File: src/rtl/kgp_ctrl_pkg.sv
// Shared encodings for the multicycle controller: FSM states, instruction
// classes, PC source selects and the opcode classification rule.
`timescale 1ns/1ps
package kgp_ctrl_pkg;

  typedef enum logic [2:0] {
    ST_FETCH  = 3'd0,
    ST_DECODE = 3'd1,
    ST_EXEC   = 3'd2,
    ST_MEM    = 3'd3,
    ST_WB     = 3'd4
  } ctrl_state_e;

  typedef enum logic [2:0] {
    CLS_ALU   = 3'd0,
    CLS_LOAD  = 3'd1,
    CLS_STORE = 3'd2,
    CLS_JUMP  = 3'd3,
    CLS_JR    = 3'd4
  } instr_class_e;

  localparam logic [1:0] PC_SRC_SEQ   = 2'b00;
  localparam logic [1:0] PC_SRC_JADDR = 2'b01;
  localparam logic [1:0] PC_SRC_RS    = 2'b10;

  // The 11xxxx space is JUMP except for the 1111xx JR corner.
  function automatic instr_class_e classifyOpcode(input logic [5:0] opcode);
    instr_class_e cls;
    case (opcode[5:4])
      2'b00:   cls = CLS_ALU;
      2'b01:   cls = CLS_LOAD;
      2'b10:   cls = CLS_STORE;
      default: cls = (opcode[3:2] == 2'b11) ? CLS_JR : CLS_JUMP;
    endcase
    return cls;
  endfunction

endpackage

File: src/rtl/instr_class_decode.sv
// Purely combinational opcode-to-class mapper, shared by the controller and
// any hazard logic that needs to know the class of an in-flight opcode.
`timescale 1ns/1ps
module instr_class_decode
  import kgp_ctrl_pkg::*;
(
  input  logic [5:0]   opcode_i,
  output instr_class_e class_o
);

  assign class_o = classifyOpcode(opcode_i);

endmodule

File: src/rtl/multicycle_controller.sv
// Multicycle FETCH/DECODE/EXEC/MEM/WB controller with handshaked memories
// and a wrapping retired-instruction counter.
`timescale 1ns/1ps
module multicycle_controller
  import kgp_ctrl_pkg::*;
(
  input  logic        clk,
  input  logic        rst,
  input  logic [5:0]  opcode,
  input  logic        imem_ready,
  input  logic        dmem_ready,
  output logic        imem_req,
  output logic        dmem_req,
  output logic        ir_write,
  output logic        pc_write,
  output logic [1:0]  pc_src,
  output logic        reg_write,
  output logic        mem_to_reg,
  output logic        mem_write,
  output logic        alu_src,
  output logic [2:0]  state,
  output logic        retire,
  output logic [15:0] retired_count
);

  ctrl_state_e  state_q, state_d;
  instr_class_e class_q, class_d;
  instr_class_e decodedClass;
  logic [15:0]  retiredCount_q, retiredCount_d;
  logic         retireRaw;

  instr_class_decode u_classDecode (
    .opcode_i (opcode),
    .class_o  (decodedClass)
  );

  // Opcode is only looked at in DECODE; the class is held until the next one.
  assign class_d        = (state_q == ST_DECODE) ? decodedClass : class_q;
  assign retire         = retireRaw & ~rst;
  assign retiredCount_d = retire ? retiredCount_q + 16'd1 : retiredCount_q;

  always_ff @(posedge clk) begin
    if (rst) begin
      state_q        <= ST_FETCH;
      class_q        <= CLS_ALU;
      retiredCount_q <= 16'd0;
    end else begin
      state_q        <= state_d;
      class_q        <= class_d;
      retiredCount_q <= retiredCount_d;
    end
  end

  always_comb begin
    state_d = state_q;
    case (state_q)
      ST_FETCH:  if (imem_ready) state_d = ST_DECODE;
      ST_DECODE: state_d = ST_EXEC;
      ST_EXEC: begin
        case (class_q)
          CLS_ALU:              state_d = ST_WB;
          CLS_LOAD, CLS_STORE:  state_d = ST_MEM;
          default:              state_d = ST_FETCH;
        endcase
      end
      ST_MEM: begin
        if (dmem_ready) state_d = (class_q == CLS_LOAD) ? ST_WB : ST_FETCH;
      end
      ST_WB:     state_d = ST_FETCH;
      default:   state_d = ST_FETCH;
    endcase
  end

  always_comb begin
    imem_req   = 1'b0;
    dmem_req   = 1'b0;
    ir_write   = 1'b0;
    pc_write   = 1'b0;
    pc_src     = PC_SRC_SEQ;
    reg_write  = 1'b0;
    mem_to_reg = 1'b0;
    mem_write  = 1'b0;
    alu_src    = 1'b0;
    retireRaw  = 1'b0;
    case (state_q)
      ST_FETCH: begin
        imem_req = 1'b1;
        ir_write = imem_ready;
        pc_write = imem_ready;
      end
      ST_EXEC: begin
        case (class_q)
          CLS_LOAD, CLS_STORE: alu_src = 1'b1;
          CLS_JUMP: begin
            pc_write  = 1'b1;
            pc_src    = PC_SRC_JADDR;
            retireRaw = 1'b1;
          end
          CLS_JR: begin
            pc_write  = 1'b1;
            pc_src    = PC_SRC_RS;
            retireRaw = 1'b1;
          end
          default: ;
        endcase
      end
      ST_MEM: begin
        dmem_req  = 1'b1;
        mem_write = (class_q == CLS_STORE);
        retireRaw = dmem_ready && (class_q == CLS_STORE);
      end
      ST_WB: begin
        reg_write  = 1'b1;
        mem_to_reg = (class_q == CLS_LOAD);
        retireRaw  = 1'b1;
      end
      default: ;
    endcase
  end

  assign state         = state_q;
  assign retired_count = retiredCount_q;

endmodule

File: config.mk
export PLATFORM = sky130hd
export DESIGN_NAME = multicycle_controller
export DESIGN_NICKNAME = d
export VERILOG_FILES = /design/src/rtl/kgp_ctrl_pkg.sv /design/src/rtl/instr_class_decode.sv /design/src/rtl/multicycle_controller.sv
export SDC_FILE = /design/constraint.sdc
export NUM_CORES = 1
export LEC_CHECK = 0
export CAP_MARGIN = 20
export CORE_ASPECT_RATIO = 2
export CORE_UTILIZATION = 45
export DETAILED_ROUTE_END_ITERATION = 12
export PLACE_DENSITY = 0.78
export SLEW_MARGIN = 20
export SYNTH_ARGS = -nofsm -noshare
export SYNTH_HDL_FRONTEND = slang
export SYNTH_SLANG_ARGS = --single-unit
export TNS_END_PERCENT = 5
File: constraint.sdc
create_clock -name clk -period 2 [get_ports clk]
set_input_delay 0.4 -clock clk [delete_from_list [all_inputs] [get_ports clk]]
set_output_delay 0.4 -clock clk [all_outputs]
set_load 0.005 [all_outputs]
After elaboration in Yosys (flattened, before gate mapping) --
Cells that the tools add are included. W data, S select, Z words.
Operators by class: mux-type cells 20, add/subtract/negate cells 1, equal/unequal tests 13, shift operators 0, $mul 0, divide/modulo/power cells 0, reductions and logical operators 7, $lt $le $gt $ge 0, bitwise operators 2
Operators with widths (count):
- $add A16 B1 Y16 const B | 1
- $eq A3 B2 Y1 const B | 4
- $mux W3 | 4
- $pmux W3 S4 | 1
- $mux W1 | 9
- $pmux W3 S3 | 1
- $eq A3 B1 Y1 const B | 2
- $eq A3 B3 Y1 const B | 2
- $logic_not A3 Y1 | 2
- $pmux W3 S2 | 1
- $eq A2 B2 Y1 const B | 2
- $ne A2 B2 Y1 const B | 2
- $pmux W2 S2 | 1
- $reduce_or A2 Y1 | 2
- $pmux W1 S3 | 1
- $eq A2 B1 Y1 const B | 1
- $logic_not A2 Y1 | 1
- $mux W2 | 1
- $pmux W1 S2 | 1
- $reduce_and A2 Y1 | 1
- $and A1 B1 Y1 | 1
- $logic_and A1 B1 Y1 | 1
- $not A1 Y1 | 1
Storage, ports and cells: bits in read-only memories 0, memories 0, flip-flop bits (word level) 22, word-level logic and storage cells 46, bits in latches 0, RAM bits 0

Logic depth before layout (Yosys ltp) --
depth after elaboration 5, mapped depth 7, depth with buffers taken out 6

Cells and area by module --
From an unflattened synthesis, not the netlist that was laid out.
Second synthesis, totals: cells, all modules 167, area, all modules 1362.6 µm²
By module, submodules not included:
- multicycle_controller | sequential area each 440.4 µm², area each 1333.8 µm², cells each 161, instances 1
- instr_class_decode | sequential area each 0.0 µm², area each 28.8 µm², cells each 6, instances 1

Worst setup path before layout --
No wires, ideal clock.
path type reg-to-reg, start point register state_q[0] (netlist: state[0]), end point register retiredCount_q[15] (netlist: retired_count[15]), path slack 189 ps, cell stages (with the launch flop) 7, period minus slack after synthesis 1811 ps, arrival time 1688 ps, setup time 123 ps, cell sequence dfxtp_1 -> buf_6 -> or3b_4 -> a21o_4 -> nand2_1 -> nor4b_2 -> mux2_1
Between the ends: cells in the longest elaborated chain, start to end 3
RTL lines:
- start, declared | line multicycle_controller.sv:26 | ctrl_state_e state_q, state_d;
- start signal, assigned | line multicycle_controller.sv:48 | state_q <= state_d;
- $eq A3 B3 Y1 or $eq A3 B2 Y1 (tied branches) | line multicycle_controller.sv:85 | case (state_q)
- $pmux W1 S3 * | line multicycle_controller.sv:85
- $and A1 B1 Y1 * | line multicycle_controller.sv:39 | assign retire = retireRaw & ~rst;
- end signal, assigned | line multicycle_controller.sv:50 | retiredCount_q <= retiredCount_d;
- end, declared | line multicycle_controller.sv:29 | logic [15:0] retiredCount_q, retiredCount_d;
Mark *: on every way between the ends. The rest lies on a longest branch, timed or not. A chain may end at the register's enable or synchronous reset.

Final worst setup path --
start point register state_q[2] (netlist: state[2]), end point output port alu_src
Between the ends: cells in the longest elaborated chain, start to end 2
RTL lines:
- $eq A3 B2 Y1 | line multicycle_controller.sv:85
- $mux W1 | line multicycle_controller.sv:85
- end, declared | line multicycle_controller.sv:20 | output logic alu_src,
No other way between the ends.

==> flow_summary.yaml <==
clocking:
  cts_root_buf: "clkbuf_8"
  cts_sinks: 22
  cts_buffers: 3
  hold_buffers: 0
  cts_tree: "built"
  clockBufferDepth: 2
  clkTransAtPathRegs_ns: 0.07
  worst_skew_pair.late_latency_ns: 0.26
  htree_levels: 1
finish:
  layout_common_cells: "28 x clkdlybuf4s50_1, 24 x nor2_1, 19 x dfxtp_1"
  n_antenna_cell: 0
  seqCellArea_um2: 444.2
  drive_above_1_share: 0.2250
  final_common_cell: "clkdlybuf4s50_1"
  area_growth_pct: 48.91
  final_nets: 212
  fin_area_um2: 1874
  fillers: 204
  multi_input_area_um2: 793.3
critical_path:
  cp_cell_sequence: "or3b_4 -> or3_4 -> inv_1 -> clkdlybuf4s15_2"
  ff2ff_setup_slack_ns: 0.08
  r2r_end: "retired_count[15]"
  rr_worst_depth: 9
  critPathTopFamily: "simple AND/OR/NAND/NOR gates"
  crit_slowest_cell: "or3b_4"
  cp_max_fo: 4
  arrival_ns: 1.64
  worstReg2RegStart: "state[0]"
  cp_num_buf_inv: 2
  start_kind: "register"
  worstSetupPathType: "register to output pin"
  worstSetupEndpointType: "output pin"
  slowest_delay_ns: 0.42
  crit_required_ns: 1.60
synthesis:
  postSynthCellCount: 147
  synth_edf_count: 0
  synth_nets: 158
  avgSynthCellArea_um2: 8.563
  ys_ff_latch: 22
  synthMuxAreaShare: 0.008946
  synth_adder_area_share: 0.009940
  ys_seq_area_frac: 0.3499
  ys.flop_type: "dfxtp_1"
  yosysWarnings: 0
  async_flop_share: 0
  synth_top_family_by_area: "simple AND/OR/NAND/NOR gates"
  yosys.area_share.simple: 0.2863
  syn_area_um2: 1259
  synth-xor-area-share: 0.1044
  yosysUniqueCellTypes: 37
  synth_compound_area_frac: 0.1849
timing:
  maxSlewViolCount: 0
  finalSetupViolCount: 2
  fin_ws_ns: -0.04027
  timing.fmax_mhz: 490.1
  hold_violations: 0
  rsz0062_at_grt: "true"
  max-slew-margin-rel: 0.7814
  fin_setup_tns_ns: -0.05862
  fin_skew_ns: 0.002914
  tightest_slew_ns: 0.3272
  fin_crit_ns: 2.040
  finalCritPeriodShare: 1.020
  hold_slack_ns: 0.5583
place:
  finalWeightedCongestion: 0.8327
  portBuffers: 37
  pre_cts_slack_ns: -0.3091
  place_hpwl_um: 2505
  postPlaceCellArea_um2: 1748
run:
  cap_violations: 0
floorplanning:
  die-area_um2: 3025
  ios: 40
  die_w_um: 39.40
  num_rows: 26
  die_h_um: 76.80
  initial_core_util: 0.4837
  coreArea_um2: 2603
power_and_ir_drop:
  peakVddDrop_uv: 466.6
  power_density_nw_per_um2: 467.2
  total_power_mw: 0.8757
  p_leak_nw: 0.7191
outcome:
  status: "finished with violations"
  violations: "setup timing"
global_route:
  grt_max_degree: 24
  overflow: 0
  grt_pass1_vias: 1313
  antenna_found_initial: 0
  grt_first_pass_wirelength_um: 5671
  track_usage: 0.2522
drt:
  drc_errors: 0
  postRouteAntennaNets: 0
  vias_per_cell: 5.640
  first_iter_violations: 32
  route.vias.total: 1286
  first_pass_iters: 4
  wl_per_cell_um: 14.75
  wl_um: 3363
worst_hold_path:
  min_from: "retired_count[11]"
  hold_end: "retired_count[11]"
  hp-class: "register to register"
  holdPathStages: 2
metal layers:
metal	share of wire	GRT usage
met1	0.35	0.2555
met2	0.58	0.4867
met3	0.046	0.02890
met4	0.019	0.06552
met5	0	0
logic make-up after synthesis:
group | Yosys count
and+or+nand+nor | 68
DFF | 22
xor gates and xnor gates | 15
adders and majority gates | 1
muxes | 1
buffers and inverters | 12
AOI/OAI and AO/OA | 28
stage by stage:
step           cells  utilization
5_1_grt          228       0.7202
6_report         228       0.7202
4_1_cts          227       0.7063
3_5_place_dp     222       0.6716
2_1_floorplan    147            -
3_3_place_gp     222       0.6716
cell usage after synthesis, types with 2 or more instances:
library cell	instances	area (um2)
inv_1	3	11.26
nand3_1	8	40.04
and4_1	2	17.52
and2_1	3	18.77
or3_1	3	18.77
nand4_1	3	18.77
nor3_1	3	15.01
clkbuf_1	4	15.01
buf_2	2	10.01
or3b_4	2	22.52
a22oi_1	2	15.01
a2111oi_2	3	45.04
a21oi_1	12	60.06
nor2_1	25	93.84
buf_6	3	33.78
nor2b_1	2	12.51
a31oi_1	3	18.77
xnor2_1	14	122.6
dfxtp_1	22	440.4
nand2_1	9	33.78
and3_1	3	18.77
final cells by class:
cell class              count  share of cell area
clock buffers               4             0.02937
inverters                   3            0.006008
multi-input cells         113              0.4232
flip-flops and latches     22              0.2370
well taps                  28             0.01869
repair buffers             58              0.2857
worst max path at each step:
stage | from | end | depth (start not counted)
CTS | state[2] | mem_to_reg | 5
finish | state[2] | alu_src | 4
detailed placement | imem_ready | pc_write | 5
floorplan | state[0] | retired_count[15] | 6
global route | state[0] | retire | 7
global placement | imem_ready | pc_write | 5
power breakdown:
part / internal [mW] / switching, mW
sequential: 0.444 / 0.00430
combinational: 0.0616 / 0.0548
clock: 0.175 / 0.136
total: 0.681 / 0.195
flip-flops by register name, indices dropped and copies added, names as in the netlist:
| register | count |
|---|---|
| class_q | 3 |
| retired_count | 16 |
| state | 3 |
repair_timing:
action | in CTS | in global routing
endpoints found under the setup margin | 10 | 7
buffers inserted | 1 | 1
pin swaps | 2 | 1
gates cloned | 0 | 0
gates resized for setup | 21 | 7
worst min-delay path, stage by stage (launching register included):
cell,delay (ns)
dfxtp_1,0.36
xnor2_1,0.08
nor2_1,0.08
No activity file was read; power rests on OpenSTA's default activity.
